--- src/rtl/divider_seq.sv ---
// Sequential restoring-by-repeated-subtraction divider: operands loaded over one shared bus.
// Optional divide-by-zero detection is enabled by defining DIVZERO_CHK_EN.
//
// state | meaning
// IDLE  | waiting for start after reset
// LDA   | capture dividend from data_in into remainder
// LDB   | capture divisor, clear quotient and err
// SUB   | subtract divisor once per cycle while remainder >= divisor
// DONE  | result held until the next start
module divider_seq #(
  parameter int WIDTH = 16
) (
  input  logic             clk,
  input  logic             rst_n,
  input  logic             start,
  input  logic [WIDTH-1:0] data_in,
  output logic [WIDTH-1:0] quotient,
  output logic [WIDTH-1:0] remainder,
  output logic             busy,
  output logic             done,
  output logic             err
);

  typedef enum logic [2:0] {
    S_IDLE = 3'd0,
    S_LDA  = 3'd1,
    S_LDB  = 3'd2,
    S_SUB  = 3'd3,
    S_DONE = 3'd4
  } state_t;

  localparam logic [WIDTH-1:0] ONE = {{(WIDTH-1){1'b0}}, 1'b1};

  state_t           state_q, state_d;
  logic [WIDTH-1:0] quot_q, quot_d;
  logic [WIDTH-1:0] rem_q, rem_d;
  logic [WIDTH-1:0] div_q, div_d;
  logic             err_q, err_d;

  always_ff @(posedge clk or negedge rst_n) begin
    if (!rst_n) begin
      state_q <= S_IDLE;
      quot_q  <= '0;
      rem_q   <= '0;
      div_q   <= '0;
      err_q   <= 1'b0;
    end else begin
      state_q <= state_d;
      quot_q  <= quot_d;
      rem_q   <= rem_d;
      div_q   <= div_d;
      err_q   <= err_d;
    end
  end

  always_comb begin
    state_d = state_q;
    quot_d  = quot_q;
    rem_d   = rem_q;
    div_d   = div_q;
    err_d   = err_q;
    case (state_q)
      S_IDLE, S_DONE: begin
        if (start) state_d = S_LDA;
      end
      S_LDA: begin
        rem_d   = data_in;
        state_d = S_LDB;
      end
      S_LDB: begin
        div_d   = data_in;
        quot_d  = '0;
        err_d   = 1'b0;
`ifdef DIVZERO_CHK_EN
        if (data_in == '0) begin
          quot_d = '1;
          err_d  = 1'b1;
        end
`endif
        state_d = S_SUB;
      end
      S_SUB: begin
`ifdef DIVZERO_CHK_EN
        // a zero divisor passes through SUB once so done timing matches the Q=0 case
        if (div_q == '0) begin
          state_d = S_DONE;
        end else
`endif
        if (rem_q >= div_q) begin
          rem_d = rem_q - div_q;
          // saturate rather than wrap; only reachable with an unchecked zero divisor
          if (quot_q != '1) quot_d = quot_q + ONE;
        end else begin
          state_d = S_DONE;
        end
      end
      default: state_d = S_IDLE;
    endcase
  end

  always_comb begin
    busy = 1'b0;
    done = 1'b0;
    case (state_q)
      S_LDA, S_LDB, S_SUB: busy = 1'b1;
      S_DONE:              done = 1'b1;
      default: ;
    endcase
  end

  assign quotient  = quot_q;
  assign remainder = rem_q;
  assign err       = err_q;

endmodule

--- config.mk ---
export PLATFORM = sky130hd
export DESIGN_NAME = divider_seq
export DESIGN_NICKNAME = d
export VERILOG_FILES = /design/src/rtl/divider_seq.sv
export SDC_FILE = /design/constraint.sdc
export NUM_CORES = 1
export LEC_CHECK = 0
export CORE_UTILIZATION = 35
export CTS_BUF_LIST = sky130_fd_sc_hd__clkbuf_8
export DETAILED_ROUTE_END_ITERATION = 7
export GPL_ROUTABILITY_DRIVEN = 0
export MAX_ROUTING_LAYER = met4
export PLACE_DENSITY = 0.6
export RECOVER_POWER = 25
export SYNTH_ARGS = -nofsm -noshare
export SYNTH_HDL_FRONTEND = slang
export SYNTH_SLANG_ARGS = --single-unit
--- constraint.sdc ---
create_clock -name clk -period 3.94 [get_ports clk]
set_input_delay 0.788 -clock clk [delete_from_list [all_inputs] [get_ports clk]]
set_output_delay 0.788 -clock clk [all_outputs]
set_load 0.05 [all_outputs]
==> results of run 1 <==
==> state kept, by name, summed over array words and instances, names as in the netlist <==
name and cells:
quotient 16, state_q 3, remainder 16, div_q 16
==> final timing paths <==
check | endpoint | from | depth (start not counted) | slack [ns]
max in group asynchronous | quotient[15] | rst_n | 1 | 1.13
setup / recovery | busy | state_q[1] | 4 | 0.88
hold reg to reg | div_q[0] | div_q[0] | 2 | 0.49
setup reg to reg | quotient[7] | remainder[8] | 7 | 1.22
min in group asynchronous | div_q[11] | rst_n | 1 | 1.32
hold / removal | div_q[0] | div_q[0] | 2 | 0.49
==> worst max-delay path, delay by kind of cell (launching register included) <==
family                 cells  cell delay, ns
buffers and inverters      2            0.89
DFF                        1            0.63
and+or+nand+nor            2            0.43
==> cell families after synthesis <==
family	after synthesis	synth area share, %
AOI/OAI and AO/OA	120	25.1
xor gates and xnor gates	13	3.51
adders and majority gates	18	7.16
buffers and inverters	42	5.97
DFF	51	39.3
muxes	2	0.655
other	1	0.115
and+or+nand+nor	130	18.2
==> metal layers <==
metal / track usage [%] / wire (um)
met4: 5.51 / 86
met1: 24.1 / 3960
met5: - / 0
met3: 2.51 / 311
met2: 28.7 / 3750
==> per-stage QoR <==
step | setup WS (ns) | hold WS (ns) | instance area, sq um | std cells | util, %
after floorplan | 1.45 | 0.450 | 3250 | 377 | -
after global placement | 1.23 | 0.468 | 3830 | 522 | 43.3
after detailed placement | 1.24 | 0.468 | 3830 | 522 | 43.3
after CTS | 0.877 | 0.491 | 3970 | 530 | 44.8
after global routing | 0.473 | 0.521 | 3960 | 530 | 44.8
final | 0.882 | 0.487 | 3960 | 530 | 44.8
==> cells in the final DEF (no fill, tap or decap), drive strengths merged, types with 2 or more instances in the layout <==
| master | count |
|---|---|
| nand4 | 6 |
| bufinv | 2 |
| nand2b | 4 |
| a21o | 4 |
| nand2 | 61 |
| o211ai | 15 |
| o31ai | 11 |
| and3 | 5 |
| buf | 3 |
| inv | 23 |
| o21ai | 29 |
| a311o | 2 |
| clkdlybuf4s50 | 51 |
| a21oi | 18 |
| dfrtp | 51 |
| or2 | 4 |
| a221oi | 6 |
| clkbuf | 7 |
| nor2 | 25 |
| or3 | 3 |
| and2 | 2 |
| nor3 | 2 |
| a22o | 2 |
| xor2 | 5 |
| nor2b | 2 |
| nand3 | 14 |
| ha | 17 |
| a31oi | 10 |
| xnor2 | 8 |
| o21a | 6 |
| o311ai | 3 |
==> cell type report <==
type                    count  area share, %
clock buffers               5           1.74
well taps                 108           3.41
repair buffers             56           13.6
multi-input cells         284           45.1
flip-flops and latches     51           32.2
clock inverters             3           1.71
inverters                  23           2.18
==> results.txt, run 1 <==
----------------------------------------------------
[Run status]
  Run status ... complete, but fails checks
  Violated checks ... design-rule violations, max-capacitance violations, max-slew violations

[Drt]
  Antenna-violating nets left ... 0
  Total iterations of the first detailed-routing run ... 7
  Per-cell routed wire length ... between 15 and 20 um
  Final WL ... between 8000 and 9000 um
  Number of remaining DRC errors ... 3
  Iteration-0 DRC count of the detailed router ... between 100 and 150
  Via/cell ratio ... 5.52
  Number of vias in the routed layout ... 2923

[Global routing]
  Global-route total usage across every layer ... 18.1%
  Wire length of the first global-routing pass ... around 14000 um
  Global route total overflow ... 0
  Initial antenna violation count ... 0
  Vias in the first global route ... 2809
  Largest net degree at the start of global routing ... 50

[STA]
  Transition at the pin with the smallest max-transition slack ... roughly 2.7 ns
  Min cycle time layout ... between 3 and 4 ns
  Setup TNS ... 0 ns
  Fraction of the cycle the final worst path needs ... between 70% and 80%
  Final setup violation count ... 0
  Fin. max-slew vios ... 50
  Unrepaired setup endpoints after global routing ... false
  Remaining max-slew budget at the tightest pin ... -78.1%
  Highest clock frequency the design can meet ... between 300 and 400 MHz
  Maximum clock skew at final layout ... roughly 0.0086 ns
  Number of hold violations in the final report ... 0

[Yosys]
  Mapped Cells ... around 380
  Top cell type by total area after synthesis ... dfrtp_1
  EDFF count, synth ... 0
  Share of flip-flops with an asynchronous set or reset ... 100%
  Largest cells by area after synthesis ... dfrtp_1, nand2_1, ha_1
  Post-synthesis sequential area ratio ... about two fifths
  Mean instance size in the synthesized netlist ... approximately 8.6 sq um
  Synthesized cell area ... between 3000 and 4000 sq um
  Netlist cell types ... 56
  Synth Net Count ... 414
  Fraction of post-synthesis cell area in the top cell type by area ... between 30% and 40%
  Total of warnings raised by yosys ... 0
  Number of flip-flops and latches in the synthesized netlist ... between 50 and 60
  Most numerous cell in the Yosys netlist ... nand2_1
  Leading post-synthesis cells by instance count ... nand2_1, dfrtp_1, o21ai_0
  Primary FF master, synth ... dfrtp_1

[Floorplanning]
  Die width ... between 90 and 100 um
  Area of the core ... between 8000 and 9000 sq um
  Initial Util ... roughly 37%
  Boundary Pins ... 54
  Site row count ... 34
  Overall die height ... approximately 100 um
  Total Die Area ... 9670 sq um

[Worst setup path]
  Maximum net fanout on the critical path ... 13
  Slowest stage cell, crit path ... clkdlybuf4s50_1
  Delay of the slowest critical-path stage ... roughly 0.80 ns
  Launching element type of the critical path ... flop
  Worst setup path class ... reg -> out
  Critical path, cell by cell ... nor2_1 > or2_2 > inv_1 > clkdlybuf4s50_1
  Signal arrival time at the worst endpoint ... between 2 and 2.5 ns
  Endpoint type of the worst setup path ... primary output
  Required time at the endpoint of the critical path ... about 3.2 ns

[Finish]
  Multi-input combinational cell area ... around 1800 sq um
  Final layout net count ... between 400 and 500
  Layout fillers ... between 800 and 900
  Syn-to-layout area delta ... 22.0%
  Count of antenna diodes in the layout ... 0
  Area of all sequential standard cells ... between 1000 and 1500 sq um
  Fraction of final layout cells sized beyond drive strength 1 ... 5.69%

[Run]
  Max capacitance violation total ... 1

[Worst hold path]
  Type of the worst min-delay path ... reg -> reg

[Clock tree]
  Post-CTS setup buffer count ... 0
  Clock slew at the register clock pins of the worst setup and hold paths ... around 0.1 ns
  CTS tree ... yes
  CTS Root Buffer Type ... clkbuf_8
  CTS-repair resized insts ... 0
  Sinks on the clock net ... 51
  Bufs on Longest Clock Path ... 2
  Count of hold buffers inserted by post-cts repair ... 0
  Clock Latency Late Sink ... about 0.31 ns
  Number of buffers created by CTS ... 5
  Count of H-tree levels built during CTS ... 2

[Place]
  Placed wire-length estimate ... a little under 6000 um
  # port buffers ... between 50 and 60

----------------------------------------------------
Power of run 1 is left out: the tool's default activity adds up to more than one toggle a clock period on the data nets, which glitch-free logic cannot reach.
==> inputs of run 2 (changes only) <==
PLACE_DENSITY = 0.63   (was 0.6)
clock period = 2.55 ns   (was 3.94 ns; I/O delays follow)
==> results.txt, run 2 (same netlist as run 1, synthesis figures left out) <==
----------------------------------------------------
[STA]
  Number of hold violations in the final report ... 0 (unchanged)
  Unrepaired setup endpoints after global routing ... false
  Maximum clock skew at final layout ... 0.00609 ns (-0.00253 ns)
  Final worst hold slack ... 0.486 ns (-0.000749 ns)
  Fraction of the cycle the final worst path needs ... a little over nine tenths
  Transition at the pin with the smallest max-transition slack ... 1.36 ns (-1.31 ns)
  Highest clock frequency the design can meet ... 415 MHz
  Final setup violation count ... 0 (unchanged)
  Min cycle time layout ... between 2 and 2.5 ns
  Final worst slack ... 0.143 ns (-0.740 ns)
  Setup TNS ... 0 ns (unchanged)
  Remaining max-slew budget at the tightest pin ... 9.21% (+87 points)
  Fin. max-slew vios ... 0 (-100%)

[Clock tree]
  CTS Root Buffer Type ... clkbuf_8
  Count of H-tree levels built during CTS ... 2 (unchanged)
  Sinks on the clock net ... 51 (unchanged)
  Number of buffers created by CTS ... 5 (unchanged)
  CTS tree ... yes
  Bufs on Longest Clock Path ... 2 (unchanged)
  Clock Latency Late Sink ... 0.31 ns (about the same)
  Clock slew at the register clock pins of the worst setup and hold paths ... 0.09 ns (about the same)

[Floorplanning]
  Boundary Pins ... 54 (unchanged)
  Area of the core ... 8850 sq um (unchanged)
  Die width ... 98.3 um (unchanged)
  Total Die Area ... 9670 sq um (unchanged)
  Overall die height ... 98.3 um (unchanged)
  Site row count ... 34 (unchanged)
  Initial Util ... 36.7% (unchanged)

[Finish]
  Commonest non-fill, non-tap cell in the layout ... nand2_1
  Area of all sequential standard cells ... 1280 sq um (unchanged)
  Final layout net count ... 475 (+3.7%)
  Most frequent cells in the layout ... nand2_1, dfrtp_1, clkdlybuf4s50_1, o21ai_0, inv_1
  Count of antenna diodes in the layout ... 0 (unchanged)
  Multi-input combinational cell area ... 1830 sq um (+2.6%)
  Layout fillers ... 884 (-0.67%)
  Post-layout utilization of the core ... 46.3% (+1.5 points)
  Syn-to-layout area delta ... 26.0%
  Fraction of final layout cells sized beyond drive strength 1 ... 11.2% (+5.5 points)

[Place]
  Placed wire-length estimate ... 6230 um (+7.2%)
  Worst slack at placement ... -0.0264 ns (-1.27 ns)
  # port buffers ... 52 (unchanged)

[Worst setup path]
  Worst setup path class ... reg -> reg
  Required time at the endpoint of the critical path ... 2.76 ns (-0.39 ns)
  Endpoint type of the worst setup path ... flop
  R2R Setup Slk ... 0.14 ns (-1.08 ns)
  Signal arrival time at the worst endpoint ... 2.61 ns (+0.34 ns)
  Launching element type of the critical path ... flop
  Crit path launch ... remainder[14]
  Crit Reg-Reg Startpoint ... remainder[14]
  Maximum net fanout on the critical path ... 10 (-3)

[Run status]
  Violated checks ... design-rule violations
  Run status ... complete, but fails checks

[Global routing]
  Met1 routing resource usage after global routing ... 24.0% (-0.12 points)
  Wire length of the first global-routing pass ... 14400 um (+5.4%)
  Routing usage on met2 ... 32.2% (+3.5 points)
  Global-route met3 utilization ... 2.86% (+0.36 points)
  Most heavily used metal layer in global routing ... met2
  Initial antenna violation count ... 0 (unchanged)
  Largest net degree at the start of global routing ... 27 (-46%)
  Global-route total usage across every layer ... 19.1% (+1.0 points)
  Vias in the first global route ... 3079 (+9.6%)
  Global route total overflow ... 0 (unchanged)

[Drt]
  Antenna-violating nets left ... 0 (unchanged)
  Iteration-0 DRC count of the detailed router ... 149 (+25%)
  Via/cell ratio ... 5.50 (-0.26%)
  Number of remaining DRC errors ... 5 (+2)
  Number of vias in the routed layout ... 3009 (+2.9%)
  Final WL ... 8380 um (+3.3%)
  Per-cell routed wire length ... 15.3 um (+0.10%)
  Total iterations of the first detailed-routing run ... 6 (-1)

[Worst hold path]
  Type of the worst min-delay path ... in -> async

[Run]
  Max capacitance violation total ... 0 (-1)

----------------------------------------------------
[run 2: cell count changes in the layout (fill, tap and decap cells not counted), sizes merged]
| cell | before | now |
|---|---|---|
| inv | 23 | 25 |
| clkdlybuf4s50 | 51 | 49 |
| clkinvlp | 1 | 0 |
| buf | 3 | 22 |
| clkinv | 0 | 1 |
| bufinv | 2 | 0 |
[run 2: critical path, cell delays in order (launching register included)]
cell      delay [ns]
dfrtp_1         0.42
ha_2            0.39
nand2_1         0.06
o21a_2          0.27
a311o_1         0.40
a41oi_4         0.30
buf_4           0.23
o211ai_1        0.10
o21a_1          0.13
[run 2: cell type report]
type | instances | share of cell area (%)
clock buffers | 5 | 1.68
well taps | 108 | 3.30
inverters | 23 | 2.11
multi-input cells | 284 | 44.8
flip-flops and latches | 51 | 31.2
repair buffers | 73 | 16.6
clock inverters | 3 | 0.306
[run 2: metrics by stage]
step | cells | cell area [sq um]
floorplan | 377 | 3250
global placement | 537 | 3950
detailed placement | 537 | 3950
CTS | 545 | 4040
global route | 547 | 4090
finish | 547 | 4090
[run 2: what timing repair did]
item | in CTS | in global routing
gates resized for setup | 2 | 15
buffers inserted | 0 | 2
pin swaps | 0 | 6
endpoints found under the setup margin | 6 | 26
hold buffers | 0 | 0
[run 2: metal layers]
metal	vias to the layer above	wire (um)
met1	1450	3870
met5	-	0
met4	0	124
met2	67	4100
met3	13	296
li1	1479	-
[run 2: path summary, 6_finish.rpt]
check                                 to  depth (start not counted)
hold / removal             remainder[11]                          1
min in group clk            quotient[12]                          1
setup / recovery            remainder[5]                          8
setup reg to reg            remainder[5]                          8
hold reg to reg             quotient[12]                          1
max in group asynchronous   quotient[12]                          2
Power of run 2 is left out for the same reason.
==> inputs of run 3 (changes only) <==
CTS_CLUSTER_SIZE = 25   (was unset)
==> results of run 3 <==
Final layout, timing and power as in run 2 (identical DEF).
Power of run 3 is left out for the same reason.
